===== src/rtl/pmem_burst_arbiter.sv =====
`default_nettype none
// ============================================================================
// Module   : pmem_burst_arbiter
// Purpose  : Shares one 64-bit burst physical-memory port between the
//            instruction-side requester (prefetch) and the data-side
//            requester (eviction buffer). Each 256-bit line request becomes
//            a fixed 4-beat burst; simultaneous requests alternate
//            round-robin; the finished line is returned with a one-cycle
//            response pulse.
// Ports    : clk, rst (synchronous, active-low)
//            inst_pmem_*  : instruction line read request / line response
//            data_pmem_*  : data line read or write request / line response
//            pmem_*       : 64-bit burst memory port (base address is
//                           line aligned, beats advance on pmem_resp)
// Options  : PMEM_ARB_STATS_EN adds inst_grant_cnt, data_grant_cnt and
//            wait_cycles statistics outputs.
// Revision : 1.0 - initial release
// ============================================================================
module pmem_burst_arbiter #(
    parameter int LINE_W = 256,
    parameter int BEAT_W = 64,
    parameter int ADDR_W = 32
) (
    input  logic              clk,
    input  logic              rst,
    input  logic [ADDR_W-1:0] inst_pmem_address,
    input  logic              inst_pmem_read,
    output logic [LINE_W-1:0] inst_pmem_rdata,
    output logic              inst_pmem_resp,
    input  logic [ADDR_W-1:0] data_pmem_address,
    input  logic              data_pmem_read,
    input  logic              data_pmem_write,
    input  logic [LINE_W-1:0] data_pmem_wdata,
    output logic [LINE_W-1:0] data_pmem_rdata,
    output logic              data_pmem_resp,
    input  logic [BEAT_W-1:0] pmem_rdata,
    input  logic              pmem_resp,
    output logic              pmem_read,
    output logic              pmem_write,
    output logic [BEAT_W-1:0] pmem_wdata,
    output logic [ADDR_W-1:0] pmem_addr
`ifdef PMEM_ARB_STATS_EN
    ,
    output logic [31:0]       inst_grant_cnt,
    output logic [31:0]       data_grant_cnt,
    output logic [31:0]       wait_cycles
`endif
);

    localparam int c_BEATS = LINE_W / BEAT_W;
    localparam int c_CNT_W = (c_BEATS > 1) ? $clog2(c_BEATS) : 1;
    localparam logic [c_CNT_W-1:0] c_LAST = c_CNT_W'(c_BEATS - 1);
    localparam int c_OFF_W = 5;

    localparam logic [2:0] c_ST_IDLE = 3'd0;
    localparam logic [2:0] c_ST_I_RD = 3'd1;
    localparam logic [2:0] c_ST_D_RD = 3'd2;
    localparam logic [2:0] c_ST_D_WR = 3'd3;
    localparam logic [2:0] c_ST_RESP = 3'd4;

    logic [2:0]         r_state;
    logic [c_CNT_W-1:0] r_cnt;
    logic [LINE_W-1:0]  r_buf;
    logic [LINE_W-1:0]  r_wdata;
    logic [ADDR_W-1:0]  r_addr;
    logic               r_last_data;   // 1: most recent grant went to data side
    logic               r_gnt_data;    // side owning the current transaction
    logic               r_pmem_read;
    logic               r_pmem_write;
    logic               r_inst_resp;
    logic               r_data_resp;
    logic [LINE_W-1:0]  r_inst_rdata;
    logic [LINE_W-1:0]  r_data_rdata;

    logic               w_inst_req;
    logic               w_data_req;
    logic               w_any_req;
    logic               w_pick_data;
    logic [LINE_W-1:0]  w_buf_next;

    // The burst always starts at the line base, so the byte offset within
    // the line is intentionally dropped.
    logic w_unused_addr_lsbs;
    assign w_unused_addr_lsbs = ^{inst_pmem_address[c_OFF_W-1:0],
                                  data_pmem_address[c_OFF_W-1:0]};

    assign w_inst_req = inst_pmem_read;
    assign w_data_req = data_pmem_read | data_pmem_write;
    assign w_any_req  = w_inst_req | w_data_req;

    always_comb begin
        // On a tie the side that did not win last time gets the port.
        w_pick_data = w_data_req && (!w_inst_req || !r_last_data);
        // Line buffer with the current beat merged in, so the final beat is
        // already part of the line presented in the response cycle.
        w_buf_next = r_buf;
        w_buf_next[int'(r_cnt)*BEAT_W +: BEAT_W] = pmem_rdata;
    end

    assign pmem_wdata      = r_wdata[int'(r_cnt)*BEAT_W +: BEAT_W];
    assign pmem_read       = r_pmem_read;
    assign pmem_write      = r_pmem_write;
    assign pmem_addr       = r_addr;
    assign inst_pmem_resp  = r_inst_resp;
    assign data_pmem_resp  = r_data_resp;
    assign inst_pmem_rdata = r_inst_rdata;
    assign data_pmem_rdata = r_data_rdata;

    always_ff @(posedge clk) begin
        if (!rst) begin
            r_state      <= c_ST_IDLE;
            r_cnt        <= '0;
            r_buf        <= '0;
            r_wdata      <= '0;
            r_addr       <= '0;
            r_last_data  <= 1'b0;
            r_gnt_data   <= 1'b0;
            r_pmem_read  <= 1'b0;
            r_pmem_write <= 1'b0;
            r_inst_resp  <= 1'b0;
            r_data_resp  <= 1'b0;
            r_inst_rdata <= '0;
            r_data_rdata <= '0;
        end else begin
            r_inst_resp <= 1'b0;
            r_data_resp <= 1'b0;
            case (r_state)
                c_ST_IDLE: begin
                    if (w_any_req) begin
                        r_gnt_data  <= w_pick_data;
                        r_last_data <= w_pick_data;
                        r_cnt       <= '0;
                        if (w_pick_data) begin
                            r_addr  <= {data_pmem_address[ADDR_W-1:c_OFF_W], {c_OFF_W{1'b0}}};
                            r_wdata <= data_pmem_wdata;
                            // A simultaneous read and write is served as a write.
                            if (data_pmem_write) begin
                                r_state      <= c_ST_D_WR;
                                r_pmem_write <= 1'b1;
                            end else begin
                                r_state     <= c_ST_D_RD;
                                r_pmem_read <= 1'b1;
                            end
                        end else begin
                            r_addr      <= {inst_pmem_address[ADDR_W-1:c_OFF_W], {c_OFF_W{1'b0}}};
                            r_state     <= c_ST_I_RD;
                            r_pmem_read <= 1'b1;
                        end
                    end
                end
                c_ST_I_RD, c_ST_D_RD, c_ST_D_WR: begin
                    if (pmem_resp) begin
                        r_cnt <= r_cnt + 1'b1;
                        if (r_state != c_ST_D_WR) begin
                            r_buf <= w_buf_next;
                        end
                        if (r_cnt == c_LAST) begin
                            r_pmem_read  <= 1'b0;
                            r_pmem_write <= 1'b0;
                            r_state      <= c_ST_RESP;
                            if (r_gnt_data) begin
                                r_data_resp  <= 1'b1;
                                r_data_rdata <= (r_state == c_ST_D_WR) ? r_buf : w_buf_next;
                            end else begin
                                r_inst_resp  <= 1'b1;
                                r_inst_rdata <= w_buf_next;
                            end
                        end
                    end
                end
                c_ST_RESP: begin
                    r_state <= c_ST_IDLE;
                end
                default: begin
                    r_state <= c_ST_IDLE;
                end
            endcase
        end
    end

`ifdef PMEM_ARB_STATS_EN
    logic [31:0] r_inst_grant_cnt;
    logic [31:0] r_data_grant_cnt;
    logic [31:0] r_wait_cycles;

    always_ff @(posedge clk) begin
        if (!rst) begin
            r_inst_grant_cnt <= '0;
            r_data_grant_cnt <= '0;
            r_wait_cycles    <= '0;
        end else begin
            if (r_state == c_ST_IDLE && w_any_req) begin
                if (w_pick_data) begin
                    r_data_grant_cnt <= r_data_grant_cnt + 32'd1;
                end else begin
                    r_inst_grant_cnt <= r_inst_grant_cnt + 32'd1;
                end
            end
            // Cycles the losing side spends waiting behind an active transaction.
            if (r_state != c_ST_IDLE && (r_gnt_data ? w_inst_req : w_data_req)) begin
                r_wait_cycles <= r_wait_cycles + 32'd1;
            end
        end
    end

    assign inst_grant_cnt = r_inst_grant_cnt;
    assign data_grant_cnt = r_data_grant_cnt;
    assign wait_cycles    = r_wait_cycles;
`endif

endmodule
`default_nettype wire


===== config.mk =====
export PLATFORM = sky130hd
export DESIGN_NAME = pmem_burst_arbiter
export DESIGN_NICKNAME = d
export VERILOG_FILES = /design/src/rtl/pmem_burst_arbiter.sv
export SDC_FILE = /design/constraint.sdc
export NUM_CORES = 2
export LEC_CHECK = 0
export CAP_MARGIN = 20
export CORE_AREA = 10 10 383 385
export CTS_BUF_LIST = sky130_fd_sc_hd__clkbuf_16
export CTS_CLUSTER_SIZE = 30
export DETAILED_ROUTE_END_ITERATION = 8
export DIE_AREA = 0 0 393 395
export DONT_BUFFER_PORTS = 1
export SYNTH_ARGS = -nofsm -noshare
export SYNTH_HDL_FRONTEND = slang
export SYNTH_SLANG_ARGS = --single-unit

===== constraint.sdc =====
create_clock -name clk -period 5.33 [get_ports clk]
set_input_delay 1.066 -clock clk [delete_from_list [all_inputs] [get_ports clk]]
set_output_delay 1.066 -clock clk [all_outputs]
set_load 0.005 [all_outputs]

# == Yosys cells after proc, flatten, opt, wreduce, memory -nomap -nowiden ==
# Index checks and enable logic that the tools add are counted.
# classes
shifts,3
bitwise_logic,3
n_lt_le_gt_ge,0
n_addsub,2
n_mul,0
muxes,24
n_div,0
n_reduce_logical,17
eq_ne,11
# op_table
op,count
$bwmux W256,1
$mux W256,1
$shift A64 B33 Y256 const A,1
$shiftx A256 B9 Y64,1
$shiftx A64 B33 Y256,1
$neg A8 Y33,1
$mux W32,1
$mux W3,4
$reduce_and A3 Y1,4
$reduce_and A4 Y1,3
$mux W1,11
$ne A2 B2 Y1 const B,5
$eq A3 B2 Y1 const B,2
$pmux W3 S2,1
$reduce_and A6 Y1,1
$reduce_and A5 Y1,1
$mux W2,2
$pmux W1 S2,2
$pmux W2 S2,1
$eq A3 B1 Y1 const B,1
$logic_not A3 Y1,1
$ne A3 B2 Y1 const B,1
$ne A3 B3 Y1 const B,1
$reduce_or A3 Y1,1
9 further kinds,11
# totals
elab_cells,72
mem_count,0
latch_bits,0
romBits,0
reg_bits,1066
inputBits,390
mem_bits_rw,0

# == Logic depth before layout (Yosys ltp) ==
# depth
ltp_word,6
depth_mapped,12
ltp_nobuf,6

# == Worst setup path after synthesis ==
# Ideal clock, no wire load.
# synth_timing
path_kind,register to register
start,register r_cnt[0]
end,register r_data_rdata[100] (netlist: data_pmem_rdata[100])
path_slack_ns,2.554
stages_incl_launch_ff,13
n_path_buf,6
required_time_ns,5.192
t_arrival_ns,2.639
cell_sequence,dfxtp_1 buf_2 buf_2 buf_2 inv_1 ha_1 and4b_1 clkbuf_1 nor2b_1 buf_2 buf_2 a21oi_1 o221ai_1
# synth_via
elab_chain_len,4
# synth_lines
item,line,rtl
from (decl),62,logic [c_CNT_W-1:0] r_cnt;
from (signal assigned),153,r_cnt <= r_cnt + 1'b1;
$neg A8 Y33,97,w_buf_next[int'(r_cnt)*BEAT_W +: BEAT_W] = pmem_rdata;
$shiftx A64 B33 Y256 / $shift A64 B33 Y256 (equally long branches),97,
$bwmux W256,97,
$mux W256,163,r_data_rdata <= (r_state == c_ST_D_WR) ? r_buf : w_buf_next;
to (signal assigned),163,
to (decl),73,logic [LINE_W-1:0] r_data_rdata;
# Parallel ways exist; a longest one is shown, timed or not.
# A chain may end at the register's enable or synchronous reset.

# == Final worst setup path ==
# layout_timing
start,register r_cnt[0]
end,output pmem_wdata[63]
# layout_via
elab_chain_len,1
# layout_lines
item,line,rtl
$shiftx A256 B9 Y64,100,assign pmem_wdata = r_wdata[int'(r_cnt)*BEAT_W +: BEAT_W];
to (decl),40,"output logic [BEAT_W-1:0] pmem_wdata,"
# No other way between the ends.

==> out/qor.txt <==
number of global-route vias before repair -> 33,600
final WL -> 189 mm
startpoint types -> flop
async set-reset flop share out of synthesis -> 0
drt pass-1 iters -> 5
failing checks -> max-slew violations
Core ar. -> 139,000 um2
Combinational Power Share -> 0.117
status -> finished with violations
Final Setup Violations -> 0
FF-to-FF Start -> r_cnt[0]
Post-Synth XOR/XNOR Area -> 0.000204
Peak VDD IR -> 0.293 mV
CP Capture Type -> output pin
# DRC -> 0
Arr. time, crit path -> 3250 ps
Net Sw Frac -> 0.285
Critical path buffers and inverters -> 1
Worst Setup Path Type -> flop to output pin
Post-Synth Simple-Gate Area -> 0.144
hold path depth -> 2
fin crit share -> 0.809
Mean Syn Cell Area -> 8.94 um2
pwr/cell area -> 394 nW/um2
GRT Total Usage -> 0.229
Finished Cell Area -> 47,300 um2
hold path endpoint -> r_wdata[204]
Clk network pwr share -> 0.411
CP Data Required Time -> 4260 ps
post-DR wirelength/cell -> 29.6 um
worst-margin pin slew -> 3820 ps
Synth cell types -> 44
synthesized flop and latch total -> 1,061
slowest library cell on the worst path -> dfxtp_4
fillers -> 14,200
post-synth top area cell -> dfxtp_1
setup TNS -> 0 ps
Max Slew Vio Count -> 951
Hold Buf Count CTS -> 0
Cell Area, Placed -> 43,700 um2
Crit path largest cell delay -> 930 ps
Flop pwr share -> 0.472
CP max FO -> 41
worst-skew pair later-pin latency -> 750 ps
worst reg2reg path depth -> 6
cell area after synthesis -> 42,900 um2
Die Area -> 155,000 um2
CTS resizes -> 0
Top FF cell, synth -> dfxtp_1
Min-Delay Path Class -> input port to flop
synth warn -> 0
Post-synth EDFFs -> 0
Hold Crit Start -> data_pmem_wdata[204]
endpoints failing hold -> 0
Synth top area share -> 0.495
clk buf depth -> 3
vias per std cell -> 5.72
CTS root buf -> clkbuf_16
vias -> 36,500
gpl congestion -> 0.917
row count -> 137
Setup Skew -> 55.4 ps
leak pwr -> 15.8 nW
R2R Setup Slk -> 1460 ps
min cycle time layout -> 4310 ps
main combinational cell family by area after synthesis -> compound AO/OA/AOI/OAI gates
layout cell share with drive strength beyond 1 -> 0.0847
Port-buffer cells -> 0
Antenna Nets Post-Route -> 0
RSZ-0062 raised after global routing -> false
R2R Path End -> data_pmem_rdata[32]
switching pwr -> 5.32 mW
most frequent cells in the layout -> dfxtp_1 (1,059), a21oi_1 (671), nand2_1 (603)
Syn-to-layout area delta -> 10.3%
CTS clk-pin slew, worst paths -> 60 ps
Internal -> 13.3 mW
Die Y -> 395 um
TritonCTS Buffers -> 114
area share of fa/ha/maj cells after synthesis -> 0.00146
CTS HTree Levels -> 3
initial antenna violation count -> 11
most common cell after layout, fill and taps aside -> dfxtp_1
largest net degree at the start of global routing -> 1,258
CP top delay family -> flip-flops
Die X -> 393 um
Post-Synthesis Cells -> 4,799
Max transition margin -> -1.54
Post-DP HPWL -> 130 mm
initial DRC count -> 3,790
CTS tree -> built
worst-path cell chain -> buf_4 -> mux4_2
Fmax -> 0.232 GHz
postcts setup bufs -> 0
post-synthesis sequential area ratio -> 0.495
first-pass GRT wire length -> 262 mm
MaxCap Viol Count -> 0
CTS Sinks -> 1,061
Final nets -> 4,848
Synth Area in Compound Gates -> 0.273
Starting Density -> 0.309
total gr overflow -> 0
Synth area leaders -> dfxtp_1 (50%), a21oi_1 (7.8%), nand3_1 (6.0%)
io pins -> 1,002
mux cell area share after synthesis -> 0.0336
[metal layers]
| layer | global-route usage | wire length (um) | vias to the layer above |
|---|---|---|---|
| met1 | 0.250 | 67000 | 18000 |
| met3 | 0.0840 | 19800 | 302 |
| li1 | - | - | 16700 |
| met2 | 0.392 | 93200 | 1491 |
| met5 | 0 | 27 | - |
| met4 | 0.104 | 8670 | 4 |
[cell families after synthesis]
group / after synthesis
AOI/OAI and AO/OA: 1823
xor gates and xnor gates: 1
adders and majority gates: 5
buffers and inverters: 524
DFF: 1061
muxes: 64
other: 1
and+or+nand+nor: 1320
[state kept, by name, summed over array words and instances (netlist names)]
name / flops
data_pmem_rdata: 256
inst_pmem_rdata: 256
r_buf: 256
r_wdata: 256
pmem_addr: 27
r_state: 3
r_cnt: 2
data_pmem_resp: 1
inst_pmem_resp: 1
pmem_read: 1
pmem_write: 1
r_gnt_data: 1
[worst reg2reg max path: stages, from the launching register on]
cell,delay (ps)
dfxtp_4,930
ha_2,340
nand2_1,140
or4b_4,890
buf_12,430
nand3_1,770
o221ai_1,190
[power by group through the flow]
stage,clock (mW),sequential [mW],combinational [mW]
after floorplan,0,8.81,1.65
after global placement,0,8.92,2.11
after detailed placement,0,8.95,2.16
after CTS,7.79,8.78,2.16
after global routing,8.11,8.84,2.37
final,7.67,8.79,2.18
[stage by stage]
stage	utilization	instances	hold slack (ps)	power, mW	setup WS, ps
after global routing	0.341	6373	406	19.3	762
after floorplan	-	4803	432	10.5	2550
after detailed placement	0.314	6143	446	11.1	1510
after CTS	0.340	6353	374	18.7	804
final	0.341	6380	433	18.6	1020
after global placement	0.314	6143	438	11.0	1560
[cells in the mapped netlist (2+ instances only)]
| library cell | instances |
|---|---|
| buf_1 | 21 |
| nor4b_4 | 2 |
| dfxtp_1 | 1061 |
| nand2b_1 | 3 |
| o221ai_1 | 135 |
| a21boi_0 | 278 |
| a2bb2oi_1 | 2 |
| mux4_2 | 64 |
| a31oi_1 | 28 |
| nand3_1 | 516 |
| nor3_2 | 3 |
| a32o_1 | 31 |
| buf_6 | 2 |
| ha_1 | 5 |
| nor3_1 | 3 |
| buf_4 | 16 |
| a32oi_1 | 68 |
| o21ai_0 | 504 |
| a21oi_1 | 671 |
| nor2_1 | 4 |
| and3_1 | 2 |
| o221ai_2 | 90 |
| nor3b_1 | 2 |
| clkbuf_1 | 318 |
| buf_2 | 164 |
| inv_1 | 3 |
| a21boi_1 | 11 |
| nor2b_1 | 169 |
| and2_1 | 4 |
| nand2_1 | 605 |
[how the worst max path moves through the flow]
stage,depth (start not counted),start,slack [ps],endpoint
floorplan,12,r_cnt[0],2550,data_pmem_rdata[100]
global placement,7,r_cnt[0],1560,inst_pmem_rdata[146]
detailed placement,7,r_cnt[0],1510,inst_pmem_rdata[85]
CTS,2,r_cnt[0],800,pmem_wdata[63]
global route,2,r_cnt[0],760,pmem_wdata[63]
finish,2,r_cnt[0],1020,pmem_wdata[63]
[layout make-up]
cell class,count,area (um2),share of cell area
inverter,3,11.3,0.000238
sequential,1061,21200,0.449
timing repair buffer,55,601,0.0127
multi-input combinational,3218,19600,0.413
clock buffer,115,2880,0.0608
antenna,26,65.1,0.00138
clock inverter,95,697,0.0147
tap,1807,2260,0.0478
Note: power is estimated with default switching activity, not from simulation.
